`src/rtl/wt_mem_port_arbiter_pkg.sv`:
```
// Shared constants, width helpers and the tagged transaction ID type for the
// write-through memory port arbiter.
package wt_mem_port_arbiter_pkg;

    localparam int WtArbMaxPorts    = 8;
    localparam int WtArbDefTidWidth = 2;

    // Port index width; a single port still carries one (always zero) index bit.
    function automatic int arb_idx_w(input int num_ports);
        return (num_ports > 1) ? $clog2(num_ports) : 1;
    endfunction

    function automatic int arb_cnt_w(input int max_outstanding);
        return $clog2(max_outstanding + 1);
    endfunction

    typedef struct packed {
        logic [$clog2(WtArbMaxPorts)-1:0] port_idx;
        logic [WtArbDefTidWidth-1:0]      tid;
    } wt_arb_tid_t;

endpackage

```
`src/rtl/wt_mem_port_arbiter_if.sv`:
```
// Client-side and adapter-side handshake bundle of the memory port arbiter.
interface wt_mem_port_arbiter_if #(
    parameter int NumPorts  = 2,
    parameter int ReqWidth  = 64,
    parameter int RtrnWidth = 128,
    parameter int TidWidth  = 2
);
    localparam int IdxW = wt_mem_port_arbiter_pkg::arb_idx_w(NumPorts);

    logic [NumPorts-1:0]          port_req_i;
    logic [NumPorts-1:0]          port_ack_o;
    logic [NumPorts*ReqWidth-1:0] port_data_i;
    logic [NumPorts*TidWidth-1:0] port_tid_i;
    logic                         mem_req_o;
    logic                         mem_ack_i;
    logic [ReqWidth-1:0]          mem_data_o;
    logic [TidWidth+IdxW-1:0]     mem_tid_o;
    logic                         mem_rtrn_vld_i;
    logic [RtrnWidth-1:0]         mem_rtrn_i;
    logic [TidWidth+IdxW-1:0]     mem_rtrn_tid_i;
    logic [NumPorts-1:0]          port_rtrn_vld_o;
    logic [RtrnWidth-1:0]         port_rtrn_o;
    logic [TidWidth-1:0]          port_rtrn_tid_o;
    logic                         idle_o;
    logic                         err_o;

    modport master (
        input  port_req_i, port_data_i, port_tid_i,
        input  mem_ack_i, mem_rtrn_vld_i, mem_rtrn_i, mem_rtrn_tid_i,
        output port_ack_o, mem_req_o, mem_data_o, mem_tid_o,
        output port_rtrn_vld_o, port_rtrn_o, port_rtrn_tid_o, idle_o, err_o
    );

    modport slave (
        output port_req_i, port_data_i, port_tid_i,
        output mem_ack_i, mem_rtrn_vld_i, mem_rtrn_i, mem_rtrn_tid_i,
        input  port_ack_o, mem_req_o, mem_data_o, mem_tid_o,
        input  port_rtrn_vld_o, port_rtrn_o, port_rtrn_tid_o, idle_o, err_o
    );

endinterface

```
`src/rtl/wt_mem_port_credit.sv`:
```
// Per-port outstanding-transaction counter; saturates at both ends and
// cancels out a simultaneous issue and return.
module wt_mem_port_credit
    import wt_mem_port_arbiter_pkg::*;
#(
    parameter int MaxOutstanding = 4
) (
    input  logic clk_i,
    input  logic rst_ni,
    input  logic inc_i,
    input  logic dec_i,
    output logic full_o,
    output logic empty_o,
    output logic empty_next_o
);
    localparam int CntW = arb_cnt_w(MaxOutstanding);

    logic [CntW-1:0] cnt_q;
    logic [CntW-1:0] cnt_d;

    assign full_o       = (cnt_q == CntW'(MaxOutstanding));
    assign empty_o      = (cnt_q == '0);
    assign empty_next_o = (cnt_d == '0);

    always_comb begin
        cnt_d = cnt_q;
        if (inc_i && !dec_i && !full_o) begin
            cnt_d = cnt_q + 1'b1;
        end else if (dec_i && !inc_i && !empty_o) begin
            cnt_d = cnt_q - 1'b1;
        end
    end

    always_ff @(posedge clk_i or negedge rst_ni) begin
        if (!rst_ni) begin
            cnt_q <= '0;
        end else begin
            cnt_q <= cnt_d;
        end
    end

endmodule

```
`src/rtl/wt_mem_port_arbiter.sv`:
```
// N-port round-robin arbiter merging write-through cache clients onto one
// memory adapter channel, with per-port credits and ID-based return routing.
module wt_mem_port_arbiter
    import wt_mem_port_arbiter_pkg::*;
#(
    parameter int NumPorts       = 2,
    parameter int ReqWidth       = 64,
    parameter int RtrnWidth      = 128,
    parameter int TidWidth       = 2,
    parameter int MaxOutstanding = 4
) (
    input logic                   clk_i,
    input logic                   rst_ni,
    wt_mem_port_arbiter_if.master bus
);
    localparam int IdxW = arb_idx_w(NumPorts);

    logic [NumPorts-1:0]  full;
    logic [NumPorts-1:0]  empty;
    logic [NumPorts-1:0]  empty_next;
    logic [NumPorts-1:0]  eligible;
    logic [NumPorts-1:0]  port_ack;
    logic [NumPorts-1:0]  rtrn_hit;

    logic                 sel_found;
    logic [IdxW-1:0]      sel_idx;
    logic [IdxW-1:0]      grant_idx;
    logic                 mem_req;
    logic [ReqWidth-1:0]  mem_data;
    logic [TidWidth-1:0]  mem_tid_local;
    logic [IdxW-1:0]      rtrn_idx;

    logic                 lock_q, lock_d;
    logic [IdxW-1:0]      lock_idx_q, lock_idx_d;
    logic [IdxW-1:0]      rr_ptr_q, rr_ptr_d;
    logic [NumPorts-1:0]  rtrn_vld_q, rtrn_vld_d;
    logic [RtrnWidth-1:0] rtrn_q, rtrn_d;
    logic [TidWidth-1:0]  rtrn_tid_q, rtrn_tid_d;
    logic                 err_q, err_d;
    logic                 idle_q, idle_d;

    for (genvar k = 0; k < NumPorts; k++) begin : g_credit
        wt_mem_port_credit #(
            .MaxOutstanding (MaxOutstanding)
        ) i_credit (
            .clk_i        (clk_i),
            .rst_ni       (rst_ni),
            .inc_i        (port_ack[k]),
            .dec_i        (rtrn_hit[k]),
            .full_o       (full[k]),
            .empty_o      (empty[k]),
            .empty_next_o (empty_next[k])
        );
    end

    assign eligible = bus.port_req_i & ~full;

    // First eligible port at or after the round-robin pointer, with wrap-around.
    always_comb begin
        int p;
        sel_found = 1'b0;
        sel_idx   = '0;
        for (int off = 0; off < NumPorts; off++) begin
            p = int'(rr_ptr_q) + off;
            if (p >= NumPorts) begin
                p = p - NumPorts;
            end
            if (!sel_found && eligible[p]) begin
                sel_found = 1'b1;
                sel_idx   = IdxW'(p);
            end
        end
    end

    // A pending un-acked grant owns the channel until the adapter accepts it.
    assign grant_idx = lock_q ? lock_idx_q : sel_idx;
    assign mem_req   = lock_q | sel_found;

    always_comb begin
        mem_data      = '0;
        mem_tid_local = '0;
        port_ack      = '0;
        for (int k = 0; k < NumPorts; k++) begin
            if (grant_idx == IdxW'(k)) begin
                mem_data      = bus.port_data_i[k*ReqWidth +: ReqWidth];
                mem_tid_local = bus.port_tid_i[k*TidWidth +: TidWidth];
                port_ack[k]   = mem_req & bus.mem_ack_i;
            end
        end
    end

    assign rtrn_idx = bus.mem_rtrn_tid_i[TidWidth +: IdxW];

    // Returns outside the port range or to a port with nothing in flight hit no port.
    always_comb begin
        rtrn_hit = '0;
        for (int k = 0; k < NumPorts; k++) begin
            rtrn_hit[k] = bus.mem_rtrn_vld_i & (rtrn_idx == IdxW'(k)) & ~empty[k];
        end
    end

    always_comb begin
        lock_d     = lock_q;
        lock_idx_d = lock_idx_q;
        rr_ptr_d   = rr_ptr_q;
        if (mem_req && bus.mem_ack_i) begin
            lock_d   = 1'b0;
            rr_ptr_d = (grant_idx == IdxW'(NumPorts - 1)) ? '0 : grant_idx + 1'b1;
        end else if (mem_req) begin
            lock_d     = 1'b1;
            lock_idx_d = grant_idx;
        end

        rtrn_vld_d = rtrn_hit;
        rtrn_d     = rtrn_q;
        rtrn_tid_d = rtrn_tid_q;
        if (|rtrn_hit) begin
            rtrn_d     = bus.mem_rtrn_i;
            rtrn_tid_d = bus.mem_rtrn_tid_i[TidWidth-1:0];
        end

        err_d  = err_q | (bus.mem_rtrn_vld_i & ~(|rtrn_hit));
        idle_d = &empty_next;
    end

    always_ff @(posedge clk_i or negedge rst_ni) begin
        if (!rst_ni) begin
            lock_q     <= 1'b0;
            lock_idx_q <= '0;
            rr_ptr_q   <= '0;
            rtrn_vld_q <= '0;
            rtrn_q     <= '0;
            rtrn_tid_q <= '0;
            err_q      <= 1'b0;
            idle_q     <= 1'b1;
        end else begin
            lock_q     <= lock_d;
            lock_idx_q <= lock_idx_d;
            rr_ptr_q   <= rr_ptr_d;
            rtrn_vld_q <= rtrn_vld_d;
            rtrn_q     <= rtrn_d;
            rtrn_tid_q <= rtrn_tid_d;
            err_q      <= err_d;
            idle_q     <= idle_d;
        end
    end

    assign bus.port_ack_o      = port_ack;
    assign bus.mem_req_o       = mem_req;
    assign bus.mem_data_o      = mem_data;
    assign bus.mem_tid_o       = {grant_idx, mem_tid_local};
    assign bus.port_rtrn_vld_o = rtrn_vld_q;
    assign bus.port_rtrn_o     = rtrn_q;
    assign bus.port_rtrn_tid_o = rtrn_tid_q;
    assign bus.idle_o          = idle_q;
    assign bus.err_o           = err_q;

endmodule

```
`src/flat_wrapper.sv`:
```
// flat-port wrapper written by rule: the top's interface ports become plain ports
module wt_mem_port_arbiter_flat import wt_mem_port_arbiter_pkg::*;
#(
    parameter int NumPorts       = 2,
    parameter int ReqWidth       = 64,
    parameter int RtrnWidth      = 128,
    parameter int TidWidth       = 2,
    parameter int MaxOutstanding = 4
)
  (clk_i, rst_ni, bus_port_req_i, bus_port_data_i, bus_port_tid_i, bus_mem_ack_i, bus_mem_rtrn_vld_i, bus_mem_rtrn_i, bus_mem_rtrn_tid_i, bus_port_ack_o, bus_mem_req_o, bus_mem_data_o, bus_mem_tid_o, bus_port_rtrn_vld_o, bus_port_rtrn_o, bus_port_rtrn_tid_o, bus_idle_o, bus_err_o);
  wt_mem_port_arbiter_if #(.NumPorts(NumPorts), .ReqWidth(ReqWidth), .RtrnWidth(RtrnWidth), .TidWidth(TidWidth)) bus_i ();
  input logic clk_i;
  input logic rst_ni;
  input wire logic [$bits(bus_i.port_req_i)-1:0] bus_port_req_i;
  input wire logic [$bits(bus_i.port_data_i)-1:0] bus_port_data_i;
  input wire logic [$bits(bus_i.port_tid_i)-1:0] bus_port_tid_i;
  input wire logic [$bits(bus_i.mem_ack_i)-1:0] bus_mem_ack_i;
  input wire logic [$bits(bus_i.mem_rtrn_vld_i)-1:0] bus_mem_rtrn_vld_i;
  input wire logic [$bits(bus_i.mem_rtrn_i)-1:0] bus_mem_rtrn_i;
  input wire logic [$bits(bus_i.mem_rtrn_tid_i)-1:0] bus_mem_rtrn_tid_i;
  output wire logic [$bits(bus_i.port_ack_o)-1:0] bus_port_ack_o;
  output wire logic [$bits(bus_i.mem_req_o)-1:0] bus_mem_req_o;
  output wire logic [$bits(bus_i.mem_data_o)-1:0] bus_mem_data_o;
  output wire logic [$bits(bus_i.mem_tid_o)-1:0] bus_mem_tid_o;
  output wire logic [$bits(bus_i.port_rtrn_vld_o)-1:0] bus_port_rtrn_vld_o;
  output wire logic [$bits(bus_i.port_rtrn_o)-1:0] bus_port_rtrn_o;
  output wire logic [$bits(bus_i.port_rtrn_tid_o)-1:0] bus_port_rtrn_tid_o;
  output wire logic [$bits(bus_i.idle_o)-1:0] bus_idle_o;
  output wire logic [$bits(bus_i.err_o)-1:0] bus_err_o;
  assign bus_i.port_req_i = bus_port_req_i;
  assign bus_i.port_data_i = bus_port_data_i;
  assign bus_i.port_tid_i = bus_port_tid_i;
  assign bus_i.mem_ack_i = bus_mem_ack_i;
  assign bus_i.mem_rtrn_vld_i = bus_mem_rtrn_vld_i;
  assign bus_i.mem_rtrn_i = bus_mem_rtrn_i;
  assign bus_i.mem_rtrn_tid_i = bus_mem_rtrn_tid_i;
  assign bus_port_ack_o = bus_i.port_ack_o;
  assign bus_mem_req_o = bus_i.mem_req_o;
  assign bus_mem_data_o = bus_i.mem_data_o;
  assign bus_mem_tid_o = bus_i.mem_tid_o;
  assign bus_port_rtrn_vld_o = bus_i.port_rtrn_vld_o;
  assign bus_port_rtrn_o = bus_i.port_rtrn_o;
  assign bus_port_rtrn_tid_o = bus_i.port_rtrn_tid_o;
  assign bus_idle_o = bus_i.idle_o;
  assign bus_err_o = bus_i.err_o;
  wt_mem_port_arbiter #(.NumPorts(NumPorts), .ReqWidth(ReqWidth), .RtrnWidth(RtrnWidth), .TidWidth(TidWidth), .MaxOutstanding(MaxOutstanding)) u_core (.clk_i(clk_i), .rst_ni(rst_ni), .bus(bus_i));
endmodule
```
`config.mk`:
```
export PLATFORM = sky130hd
export DESIGN_NAME = wt_mem_port_arbiter_flat
export DESIGN_NICKNAME = d
export VERILOG_FILES = /design/src/rtl/wt_mem_port_arbiter_pkg.sv /design/src/rtl/wt_mem_port_arbiter_if.sv /design/src/rtl/wt_mem_port_credit.sv /design/src/rtl/wt_mem_port_arbiter.sv /design/src/flat_wrapper.sv
export SDC_FILE = /design/constraint.sdc
export NUM_CORES = 1
export LEC_CHECK = 0
export BUFFER_PORTS_ARGS = -buffer_cell sky130_fd_sc_hd__buf_2
export CAP_MARGIN = 30
export CORE_AREA = 2 2 184 186
export CTS_CLUSTER_SIZE = 30
export DETAILED_ROUTE_END_ITERATION = 8
export DIE_AREA = 0 0 186 188
export SLEW_MARGIN = 5
export SYNTH_ARGS = -nofsm -noshare
export SYNTH_HDL_FRONTEND = slang
export SYNTH_HIERARCHICAL = 1
export SYNTH_SLANG_ARGS = --single-unit
```
`constraint.sdc`:
```
create_clock -name clk_i -period 3.25 [get_ports clk_i]
set_input_delay 0.1625 -clock clk_i [delete_from_list [all_inputs] [get_ports clk_i]]
set_output_delay 0.1625 -clock clk_i [all_outputs]
set_load 0.05 [all_outputs]
```
==> metrics.md <==
| Metric | Value |
|---|---|
| Worst Skew | `0.005958 ns` |
| Initial antenna violation count | `1` |
| Clk buf depth | `2` |
| Largest net degree at the start of global routing | `77` |
| All-Layer GR Usage | `12.72%` |
| I/O Pins | `473` |
| Starting Density | `19.91%` |
| Max-cap violations | `0` |
| Clock Power Share | `19.7%` |
| H-Tree Depth | `4` |
| Number of global-route vias before repair | `6387` |
| Psw | `4.734 mW` |
| Netlist cell types | `46` |
| Crit-path max FO | `33` |
| Final instance area | `0.01133 sq mm` |
| Drt total wl | `23140 microns` |
| Port Buffers | `472` |
| PD cells | `860.7 mW/mm^2` |
| CTS clk-pin slew, worst paths | `0.06 ns` |
| First-pass GRT wire length | `33600 microns` |
| Number of flops mapped to enable cells by yosys | `0` |
| Hold crit path type | `in -> reg` |
| Pre-CTS setup slack | `0.4950 ns` |
| Min Clock Period, post-route | `3.093 ns` |
| Count of pins over their slew limit | `0` |
| Critical path class | `reg -> out` |
| CTS tree | `done` |
| DR vias | `6014` |
| Placed cell areas | `0.009425 sq mm` |
| Crit start category | `register` |
| Register area share after synthesis | `54.30%` |
| Peak supply drop | `0.0005777 V` |
| Core ar. | `0.03311 sq mm` |
| Diode count | `0` |
| Final setup vio count | `0` |
| Crit-path cells | `inv_1 > ha_1 > and2_1 > nor3b_4 > o31ai_4 > buf_6 > mux2_2 > buf_2` |
| Slew headroom | `51.83%` |
| Residual DRC | `0` |
| Hold Vio Cnt, Final | `0` |
| Average wire per standard cell | `15.29 microns` |
| Share of layout cells above drive strength 1 | `67.61%` |
| #FFs+latches synth | `143` |
| Post-CTS Setup Repair Bufs | `0` |
| CP endpoint kind | `primary output` |
| CP arrival | `2.93 ns` |
| Nets | `1327` |
| Most common cell after layout, fill and taps aside | `buf_2` |
| Worst-Margin Slew | `0.7225 ns` |
| Net Sw Frac | `48.53%` |
| First drt pass iteration count | `4` |
| Post-Syn Area | `0.006593 sq mm` |
| Comb pwr share | `53.3%` |
| Internal Power | `5.020 mW` |
| # clock sinks | `143` |
| Area growth syn-to-layout | `71.89%` |
| Fmax | `0.3233 GHz` |
| Final period utilization | `95.18%` |
| P_leak | `5.441 nW` |
| Sequential share of power | `27.1%` |
| Die Wd | `186 microns` |
| Row cnt | `67` |
| Remaining Overflow, GRT | `0` |
| Gpl congestion | `0.7892` |
| Net Count, Synth | `717` |
| CTS Root Cell | `clkbuf_16` |
| Req. time, crit path | `3.09 ns` |
| ANT nets after route | `0` |
| CP peak stage delay | `0.43 ns` |
| Clk Latency, worst-skew pair | `0.43 ns` |
| Fillers | `3259` |
| Fraction of registers with async set/reset | `100.0%` |
| CP max stage cell | `dfrtp_1` |
| DP Wirelength | `16590 microns` |
| Warnings, synthesis | `6` |
| Via density | `3.975` |
| Final Worst Setup Slack | `0.1567 ns` |
| Chip height | `188 microns` |
| First-iteration detailed-routing DRC count | `210` |
| Status | `completed` |
| CTS buffer count | `17` |
| Post-Synthesis Cells | `442` |
| Most frequent cells in the layout | `471 x buf_2, 196 x mux2_2, 142 x dfrtp_1` |
| RSZ-0062 raised after global routing | `yes` |
| Mean Syn Cell Area | `14.92 sq um` |
| Dominant synthesized flop cell | `dfrtp_1` |
| Die area | `0.03497 sq mm` |
[cells by family (layout without fill, tap and decap cells)]
kind of cell | count (synthesis) | count (layout) | synth area share [%]
muxes | 200 | 200 | 34.09
AOI/OAI and AO/OA | 18 | 18 | 2.183
DFF | 143 | 143 | 54.30
xor gates and xnor gates | 2 | 2 | 0.2658
buffers and inverters | 32 | 655 | 3.947
and+or+nand+nor | 41 | 41 | 4.081
adders and majority gates | 6 | 6 | 1.139
[flip-flops by register name, summed over array words and instances (netlist names)]
| name | cells |
|---|---|
| u_core/bus.port_rtrn_o | 128 |
| u_core/g_credit.i_credit/cnt_q | 6 |
| u_core/bus.port_rtrn_tid_o | 2 |
| u_core/bus.port_rtrn_vld_o | 2 |
| u_core/bus.err_o | 1 |
| u_core/bus.idle_o | 1 |
| u_core/lock_idx_q | 1 |
| u_core/lock_q | 1 |
| u_core/rr_ptr_q | 1 |
[through the flow]
stage / hold WS (ns) / TNS [ns] / total power [mW] / utilization, % / std cells
after detailed placement: 0.2622 / 0 / 7.702 / 28.46 / 1348
after CTS: 0.005173 / 0 / 9.811 / 34.17 / 1512
after global placement: 0.2564 / 0 / 7.641 / 28.46 / 1348
after global routing: 0.02898 / -0.5228 / 10.20 / 34.22 / 1513
final: 0.04427 / 0 / 9.754 / 34.22 / 1513
after floorplan: -0.1331 / 0 / 6.546 / - / 442
[synthesized netlist by cell type (2+ instances only)]
library cell    n  area, sq um
mux2_2        196         2207
dfrtp_1       142         3553
buf_6          17        191.4
inv_1           9        33.78
ha_1            6        75.07
nor2_1          6        22.52
nand2_1         5        18.77
nor2b_1         5        31.28
buf_2           4        20.02
mux2i_1         4        40.04
a21oi_1         3        15.01
and2_1          3        18.77
nor3b_1         3        22.52
a211oi_1        2        15.01
a31oi_1         2        12.51
buf_4           2        15.01
nand2b_1        2        12.51
or3_1           2        12.51
xnor2_1         2        17.52
[power by group through the flow]
| stage | logic [mW] | clock network [mW] | registers (mW) |
|---|---|---|---|
| finish | 5.19 | 1.92 | 2.64 |
| global route | 5.42 | 2.07 | 2.71 |
| CTS | 5.18 | 2.00 | 2.63 |
| detailed placement | 5.05 | 0 | 2.65 |
| global placement | 5.01 | 0 | 2.63 |
| floorplan | 2.15 | 0 | 4.40 |
[path summary, 6_finish.rpt]
| path | endpoint | from | slack (ns) | cells past startpoint |
|---|---|---|---|---|
| max in group asynchronous | u_core/bus.idle_o | rst_ni | 2.05 | 3 |
| max | bus_mem_data_o[43] | u_core/g_credit[0].i_credit/cnt_q[0] | 0.16 | 8 |
| min reg2reg | u_core/bus.err_o | u_core/bus.err_o | 0.45 | 1 |
| min | u_core/lock_q | bus_mem_ack_i | 0.04 | 3 |
| max reg2reg | u_core/bus.idle_o | u_core/g_credit[0].i_credit/cnt_q[0] | 0.43 | 11 |
| min in group asynchronous | u_core/bus.port_rtrn_o[4] | rst_ni | 0.34 | 2 |
[worst max-delay path, delay by kind of cell, from the launching register on]
family          cells  cell delay, ns
fa+ha+maj           1            0.19
compound gates      1            0.38
buf+inv             3            0.71
simple gates        2            0.40
mux                 1            0.39
flops               1            0.43
[per-layer routing]
metal	vias up	track usage, %	share of wire, %
met1	2869	13.00	37
met2	296	22.65	51
li1	2803	-	-
met3	44	3.360	6.6
met4	2	8.268	4.8
met5	-	0	0.056
[timing repair]
action / CTS / global route
gates resized for setup: 0 / 1
hold buffers: 132 / 0
endpoints found under the setup margin: 0 / 12
hold endpoints to repair: 205 / 0
[area by class of cell]
| cell class | count | area (sq um) | share of cell area, % |
|---|---|---|---|
| Clock inverter | 10 | 105.1 | 0.9275 |
| Clock buffer | 22 | 464.2 | 4.096 |
| Inverter | 9 | 33.78 | 0.2981 |
| Tap cell | 448 | 560.5 | 4.946 |
| Sequential cell | 143 | 3580 | 31.59 |
| Timing Repair Buffer | 614 | 3824 | 33.74 |
| Multi-Input combinational cell | 267 | 2765 | 24.40 |
Power figures use the tool's default switching activity.
